--- src/rtl/stoch_pkg.sv ---
// Shared types and defaults for the stochastic bitstream decoder.
package stoch_pkg;

  localparam int DATA_W = 8;
  localparam int WINDOW_LOG2 = 8;

  typedef enum logic [1:0] {
    IDLE  = 2'd0,
    ACCUM = 2'd1,
    DONE  = 2'd2
  } dec_state_t;

  typedef logic [DATA_W-1:0] prob_t;

endpackage

--- src/rtl/stoch_ones_counter.sv ---
// Window counters: valid samples seen and ones among them, with a flag on the
// sample that closes the window.
module stoch_ones_counter #(
  parameter int WINDOW_LOG2 = 8
) (
  input  logic                 clk,
  input  logic                 rst,
  input  logic                 clr_i,
  input  logic                 en_i,
  input  logic                 bit_i,
  output logic [WINDOW_LOG2:0] ones_cnt_o,
  output logic                 last_sample_o
);

  logic [WINDOW_LOG2-1:0] sample_cnt_q, sample_cnt_d;
  logic [WINDOW_LOG2:0]   ones_cnt_q, ones_cnt_d;

  always_comb begin
    sample_cnt_d = sample_cnt_q;
    ones_cnt_d   = ones_cnt_q;
    if (clr_i) begin
      sample_cnt_d = '0;
      ones_cnt_d   = '0;
    end else if (en_i) begin
      sample_cnt_d = sample_cnt_q + 1'b1;
      ones_cnt_d   = ones_cnt_q + (WINDOW_LOG2 + 1)'(bit_i);
    end
  end

  always_ff @(posedge clk) begin
    if (rst) begin
      sample_cnt_q <= '0;
      ones_cnt_q   <= '0;
    end else begin
      sample_cnt_q <= sample_cnt_d;
      ones_cnt_q   <= ones_cnt_d;
    end
  end

  assign ones_cnt_o    = ones_cnt_q;
  assign last_sample_o = en_i && (sample_cnt_q == '1);

endmodule

--- src/rtl/stoch_bit_decoder.sv ---
// Counts ones over 2^WINDOW_LOG2 valid samples and emits a DATA_W-bit estimate.
// Define STOCH_DEC_CONTINUOUS_EN to run windows back-to-back after the first start.
module stoch_bit_decoder #(
  parameter int DATA_W      = stoch_pkg::DATA_W,
  parameter int WINDOW_LOG2 = stoch_pkg::WINDOW_LOG2
) (
  input  logic                   clk,
  input  logic                   rst,
  input  logic                   start,
  input  logic                   bit_valid,
  input  logic                   prob_bit,
  output logic                   busy,
  output logic                   est_valid,
  output logic [DATA_W-1:0]      prob_est,
  output stoch_pkg::dec_state_t  state_o
);
  import stoch_pkg::*;

  // Input qualification: prob_bit is a sample only when bit_valid=1 in ACCUM;
  // there is no backpressure, the decoder accepts every qualified bit.

  localparam int SHIFT = WINDOW_LOG2 - DATA_W;

  if (WINDOW_LOG2 < DATA_W) begin : g_param_check
    $error("stoch_bit_decoder: WINDOW_LOG2 must be >= DATA_W");
  end

  dec_state_t           state_q, state_d;
  logic [DATA_W-1:0]    prob_est_q, prob_est_d;
  logic                 cnt_clr, cnt_en, last_sample;
  logic [WINDOW_LOG2:0] ones_cnt, ones_final;

  assign cnt_en = (state_q == ACCUM) && bit_valid;

  stoch_ones_counter #(
    .WINDOW_LOG2 (WINDOW_LOG2)
  ) u_counter (
    .clk           (clk),
    .rst           (rst),
    .clr_i         (cnt_clr),
    .en_i          (cnt_en),
    .bit_i         (prob_bit),
    .ones_cnt_o    (ones_cnt),
    .last_sample_o (last_sample)
  );

  // The estimate is registered on the edge accepting the last sample so it is
  // already valid during the DONE cycle; that sample is folded in here.
  assign ones_final = ones_cnt + (WINDOW_LOG2 + 1)'(prob_bit);

  always_comb begin
    state_d    = state_q;
    prob_est_d = prob_est_q;
    cnt_clr    = 1'b0;
    unique case (state_q)
      IDLE: begin
        if (start) begin
          state_d = ACCUM;
          cnt_clr = 1'b1;
        end
      end
      ACCUM: begin
        if (last_sample) begin
          state_d    = DONE;
          prob_est_d = ones_final[WINDOW_LOG2] ? '1 : DATA_W'(ones_final >> SHIFT);
        end
      end
      DONE: begin
`ifdef STOCH_DEC_CONTINUOUS_EN
        state_d = ACCUM;
        cnt_clr = 1'b1;
`else
        state_d = IDLE;
`endif
      end
      default: state_d = IDLE;
    endcase
  end

  always_ff @(posedge clk) begin
    if (rst) begin
      state_q    <= IDLE;
      prob_est_q <= '0;
    end else begin
      state_q    <= state_d;
      prob_est_q <= prob_est_d;
    end
  end

  assign busy      = (state_q == ACCUM);
  assign est_valid = (state_q == DONE);
  assign prob_est  = prob_est_q;
  assign state_o   = state_q;

endmodule

--- config.mk ---
export PLATFORM = sky130hd
export DESIGN_NAME = stoch_bit_decoder
export DESIGN_NICKNAME = d
export VERILOG_FILES = /design/src/rtl/stoch_pkg.sv /design/src/rtl/stoch_ones_counter.sv /design/src/rtl/stoch_bit_decoder.sv
export SDC_FILE = /design/constraint.sdc
export NUM_CORES = 1
export LEC_CHECK = 0
export ABC_AREA = 1
export CORE_MARGIN = 5
export CORE_UTILIZATION = 45
export DETAILED_ROUTE_END_ITERATION = 12
export PLACE_DENSITY_LB_ADDON = 0.3
export SKIP_CTS_REPAIR_TIMING = 1
export SLEW_MARGIN = 20
export SYNTH_ARGS = -nofsm -noshare
export SYNTH_HDL_FRONTEND = slang
export SYNTH_HIERARCHICAL = 1
export SYNTH_SLANG_ARGS = --single-unit
--- constraint.sdc ---
create_clock -name clk -period 4.35 [get_ports clk]
set_input_delay 0.6525 -clock clk [delete_from_list [all_inputs] [get_ports clk]]
set_output_delay 0.6525 -clock clk [all_outputs]
set_load 0.02 [all_outputs]
==> flow_summary.yaml, run 1 <==
cells_and_area:
  multi_input_area_um2: 777
  fin_area_mm2: 0.00169
  layout-drive-gt1-share_pct: 14.1
  antenna_cells: 0
  syn2layout_area_growth_pct: 16.5
  fillers: 308
  final_nets: 238
  ff_latch_area_um2: 541
cts:
  cts.clk_slew.worst_paths_ps: 140
  cts_root_buf: "clkbuf_4"
  htreeDepth: 1
  clockBufferDepth: 2
  numCtsBuffers: 3
  clk_latency_ps: 320
  cts_tree: "yes"
  numClockSinks: 27
logic_synthesis:
  synthCells: 207
  synthesis.area_mm2: 0.00145
  yosys_register_bits: 27
  yosysSeqAreaShare_pct: 37.2
  ys_types: 23
  synth.top_cell.area_share_pct: 37.2
  yosys_warnings: 6
  ys_top_cells_by_area: "dfxtp_1, nand2_1, nor2_1, inv_1, a21oi_1"
  syn_nets: 217
  postSynthAreaPerCell_um2: 7.02
  yosysTopAreaCell: "dfxtp_1"
timing:
  setup_tns_ps: 0
  tightest_slew_ps: 339
  fin_crit_ps: 2340
  slew_viol_final: 0
  max_freq_mhz: 428
  relSlewSlack_pct: 77.4
  setup_viol: 0
  finalHoldViolCount: 0
  rsz0062_at_grt: "false"
  skew_ps: 0.925
  worst_slack_ps: 2010
  post-route-period-util_pct: 53.7
placed_design:
  place_ws_ps: 1660
  routabilityCongestion: 0.773
  io_buffers: 16
  dpl_cell_area_mm2: 0.00167
  hpwl_mm: 2.05
critical_path:
  critPathMaxFanout: 11
  cp_data_arrival_time_ps: 2580
  r2r-end: "prob_est[2]$_SDFFE_PP0P_"
  rrSetupSlack_ps: 2290
  reg2reg_from: "state_o[0]$_SDFFE_PP0P_"
  r2r_cells: 12
  cp-end-kind: "register"
  path_class: "input port to register"
  start_kind: "input port"
  critical_path_required_ps: 4590
routing:
  final_antenna_net_count: 0
  vias: 1257
  dr.pass1.iters: 4
  drc: 0
  wl_per_cell_um: 9.81
  routed_via_density: 4.64
  first_iter_violations: 62
  postRouteWirelength_mm: 2.66
grt:
  grt_start_max_net_pins: 15
  grt_use_total_pct: 14.6
  grt_pass1_wl_mm: 5.02
  antenna_found_initial: 0
  grt-ovfl-total: 0
  grt_pass1_vias: 1205
floorplan:
  start_util_pct: 47.2
  design.core.area_mm2: 0.00308
  fp.dieW_um: 66.8
  io_pins: 17
  rows: 20
  die_area_mm2: 0.00447
  die_h_um: 66.8
hold_path:
  min_to: "u_counter/sample_cnt_q[5]$_SDFFE_PP0P_"
  holdPathStages: 2
  min_path_type: "register to register"
  hp-start: "u_counter/sample_cnt_q[5]$_SDFFE_PP0P_"
power_and_ir_drop:
  peakVddDrop_mv: 0.104
  p_leak_nw: 0.669
  powerDensity_mw_per_mm2: 229
run:
  cap_viol_max_count: 0
outcome:
  outcome: "finished clean"
==> where the power goes <==
part           switching, W  internal, W
Sequential       0.00000149     0.000249
Combinational     0.0000170    0.0000121
Clock             0.0000727    0.0000360
Total             0.0000912     0.000297
==> metrics by stage <==
step,util [%],std cells,power (W),hold slack (ps)
2_1_floorplan,-,207,0.000274,439
3_3_place_gp,54.2,267,0.000285,457
3_5_place_dp,54.2,267,0.000285,467
4_1_cts,55.0,271,0.000395,487
5_1_grt,55.0,271,0.000410,525
6_report,55.0,271,0.000388,481
==> how the worst max path moves through the flow <==
stage | endpoint | startpoint
2_1_floorplan | prob_est[2]$_SDFFE_PP0P_ | bit_valid
3_3_place_gp | prob_est[2]$_SDFFE_PP0P_ | bit_valid
3_5_place_dp | prob_est[2]$_SDFFE_PP0P_ | bit_valid
4_1_cts | prob_est[2]$_SDFFE_PP0P_ | bit_valid
5_1_grt | prob_est[2]$_SDFFE_PP0P_ | bit_valid
6_report | prob_est[2]$_SDFFE_PP0P_ | bit_valid
==> synthesized netlist by cell type <==
| cell type | n |
|---|---|
| nand2_1 | 41 |
| nor2_1 | 28 |
| dfxtp_1 | 27 |
| inv_1 | 27 |
| a21oi_1 | 15 |
| o21ai_0 | 10 |
| nand3_1 | 9 |
| nand2_2 | 7 |
| ha_1 | 5 |
| inv_2 | 5 |
| nand3_2 | 5 |
| o21a_1 | 5 |
| nor2_4 | 4 |
| nor2_2 | 3 |
| nor3_1 | 3 |
| o21ai_1 | 3 |
| a21oi_2 | 2 |
| nand4_1 | 2 |
| or2_0 | 2 |
| buf_2 | 1 |
| buf_6 | 1 |
| nand3b_1 | 1 |
| nor3_2 | 1 |
==> placed cells by master (no fill, tap or decap), drive strengths merged <==
cell / instances
a21oi: 17
buf: 2
clkbuf: 4
clkdlybuf4s50: 16
dfxtp: 27
ha: 5
inv: 32
nand2: 48
nand3: 14
nand3b: 1
nand4: 2
nor2: 35
nor3: 4
o21a: 5
o21ai: 13
or2: 2
==> area by class of cell <==
class,count,area share [%]
tap,44,3.25
sequential,27,31.9
inverter,32,7.09
timing repair buffer,18,10.3
multi-input combinational,146,45.9
clock buffer,4,1.55
==> metal layers <==
metal | track usage (%) | wire length (um) | vias to the layer above | share of wire (%)
met1 | 16.5 | 1290 | 541 | 48
met5 | 0 | 0 | - | 0
met2 | 26.7 | 1250 | 15 | 47
met4 | 6.85 | 55 | 0 | 2.1
met3 | 2.02 | 68 | 5 | 2.6
li1 | - | - | 696 | -
==> cell families (layout without fill, tap and decap cells) <==
| logic type | count (synthesis) | in the layout | synth area share (%) |
|---|---|---|---|
| adders and majority gates | 5 | 5 | 4.30 |
| buffers and inverters | 34 | 54 | 9.38 |
| and+or+nand+nor | 106 | 106 | 35.7 |
| AOI/OAI and AO/OA | 35 | 35 | 13.4 |
| DFF | 27 | 27 | 37.2 |
==> sequential cells by signal, indices dropped and copies added (netlist names) <==
register	count
u_counter/ones_cnt_o	9
prob_est	8
state_o	2
u_counter/sample_cnt_q	8
==> critical path, stage by stage <==
cell and delay [ps]:
clkdlybuf4s50_1 450, inv_1 40, nor2_1 90, buf_4 190, nand3_2 120, nor2_2 140
nand2_1 70, nor2_1 220, inv_2 90, nor2_4 210, o21ai_0 130, o21ai_1 140
inv_1 40
No activity file was read; power rests on OpenSTA's default activity.
==> run 2, diff against run 1 <==
==> constraint.sdc (replaced) <==
create_clock -name clk -period 2.25 [get_ports clk]
set_input_delay 0.3375 -clock clk [delete_from_list [all_inputs] [get_ports clk]]
set_output_delay 0.3375 -clock clk [all_outputs]
set_load 0.02 [all_outputs]
==> run 2 against run 1 <==
  * Worst hold slack got worse by 4.4 ps
  * Largest cell class unchanged
  * Clock skew about the same
  * Clock-buffer cell count decreased by 1
==> flow_summary.yaml, run 2 (synthesized netlist as in run 1, its figures left out) <==
outcome:
  outcome: "finished clean"
routing:
  first_iter_violations: 24
  postRouteWirelength_mm: 2.61
  final_antenna_net_count: 0
  vias: 1263
  dr.pass1.iters: 4
  wl_per_cell_um: 9.56
  routed_via_density: 4.63
  drc: 0
critical_path:
  worst_path_dominant_cell_family: "buffers and inverters"
  slowest_stage: "clkdlybuf4s50_1"
  cp_data_arrival_time_ps: 1530
  critPathMaxFanout: 4
  critical_path_required_ps: 1910
  cp-end-kind: "primary output"
  critical-path-max-stage-delay_ps: 600
  rrSetupSlack_ps: 430
  r2r-end: "prob_est[4]$_SDFFE_PP0P_"
  reg2reg_from: "state_o[0]$_SDFFE_PP0P_"
  path_class: "register to primary output"
  r2r_cells: 11
  path_cells: "nand2_2 > inv_2 > clkdlybuf4s50_1"
  start_kind: "register"
  crit_buf_inv: 2
cells_and_area:
  largest_reg_flops: 9
  layout_commonest_cell: "nand2_1"
  layout-drive-gt1-share_pct: 15.3
  syn2layout_area_growth_pct: 18.5
  final_nets: 240
  mostFrequentLayoutCells: "nand2_1, nor2_1, inv_1, dfxtp_1, clkdlybuf4s50_1"
  fillers: 329
  antenna_cells: 0
grt:
  grt_pass1_wl_mm: 4.71
  grt-ovfl-total: 0
  grt_start_max_net_pins: 16
  grt_use_total_pct: 13.6
  antenna_found_initial: 0
  grt_pass1_vias: 1149
cts:
  cts_tree: "yes"
  clockBufferDepth: 2
  cts_root_buf: "clkbuf_4"
  numCtsBuffers: 3
  numClockSinks: 27
  cts.clk_slew.worst_paths_ps: 140
  clk_latency_ps: 320
  htreeDepth: 1
timing:
  setup_tns_ps: 0
  rsz0062_at_grt: "false"
  setup_viol: 0
  slew_viol_final: 0
  relSlewSlack_pct: 78.8
  finalHoldViolCount: 0
  fin_crit_ps: 1870
  skew_ps: 1.17
  post-route-period-util_pct: 83.1
  max_freq_mhz: 535
  tightest_slew_ps: 317
floorplan:
  rows: 20
  start_util_pct: 47.2
  die_area_mm2: 0.00447
  fp.dieW_um: 66.8
  io_pins: 17
  die_h_um: 66.8
  design.core.area_mm2: 0.00308
power_and_ir_drop:
  total_power_w: 0.000749
  powerDensity_mw_per_mm2: 435
  p_leak_nw: 0.684
  peakVddDrop_mv: 0.305
hold_path:
  min_path_type: "register to register"
  hp-start: "u_counter/sample_cnt_q[5]$_SDFFE_PP0P_"
  min_to: "u_counter/sample_cnt_q[5]$_SDFFE_PP0P_"
  holdPathStages: 2
run:
  cap_viol_max_count: 0
placed_design:
  hpwl_mm: 2.06
  routabilityCongestion: 0.781
  io_buffers: 16
[run 2: cell types whose count changed in the layout (fill, tap and decap cells not counted)]
cell,delta
buf_12,+1
clkinv_2,+1
clkbuf_1,-1
buf_4,+1
[run 2: layer usage]
metal | wire length [um] | track usage (%)
met5 | 0 | 0
met4 | 50 | 6.60
met3 | 133 | 2.70
met2 | 1200 | 23.4
met1 | 1230 | 16.1
[run 2: layout make-up]
type	count	area, um2	area share (%)
clock buffers	3	22.5	1.31
multi-input cells	146	777	45.1
flip-flops and latches	27	541	31.4
clock inverters	1	5.00	0.290
repair buffers	20	203	11.8
well taps	44	55.1	3.20
inverters	32	120	6.97
[run 2: report_power, final]
group	switching (W)	internal, W	leakage (nW)	total, W
registers	0.00000301	0.000481	0.218	0.000484
logic	0.0000326	0.0000236	0.449	0.0000561
clock network	0.000142	0.0000667	0.0177	0.000208
total	0.000177	0.000571	0.684	0.000749
[run 2: stage by stage]
step | hold WS (ps) | cells | setup WS [ps] | util [%] | cell area, um2
after detailed placement | 458 | 269 | 127 | 55.1 | 1700
after floorplan | 407 | 207 | 277 | - | 1450
after global routing | 528 | 273 | 197 | 56.0 | 1720
after CTS | 479 | 273 | 346 | 56.0 | 1720
after global placement | 459 | 269 | 200 | 55.1 | 1700
final | 476 | 273 | 380 | 56.0 | 1720
[run 2: worst max path at each step]
stage                          endpoint                    start  cells past startpoint
6_report                           busy  state_o[0]$_SDFFE_PP0P_                      3
5_1_grt        prob_est[7]$_SDFFE_PP0P_  state_o[0]$_SDFFE_PP0P_                     11
4_1_cts                            busy  state_o[0]$_SDFFE_PP0P_                      3
3_3_place_gp   prob_est[4]$_SDFFE_PP0P_                bit_valid                     12
3_5_place_dp   prob_est[2]$_SDFFE_PP0P_                bit_valid                     12
2_1_floorplan  prob_est[2]$_SDFFE_PP0P_  state_o[0]$_SDFFE_PP0P_                     12
[run 2: worst register-to-register path, delay by kind of cell (launching register included)]
kind	cells	cell delay, ps
simple gates	7	970
flops	1	410
buf+inv	2	210
compound gates	2	190
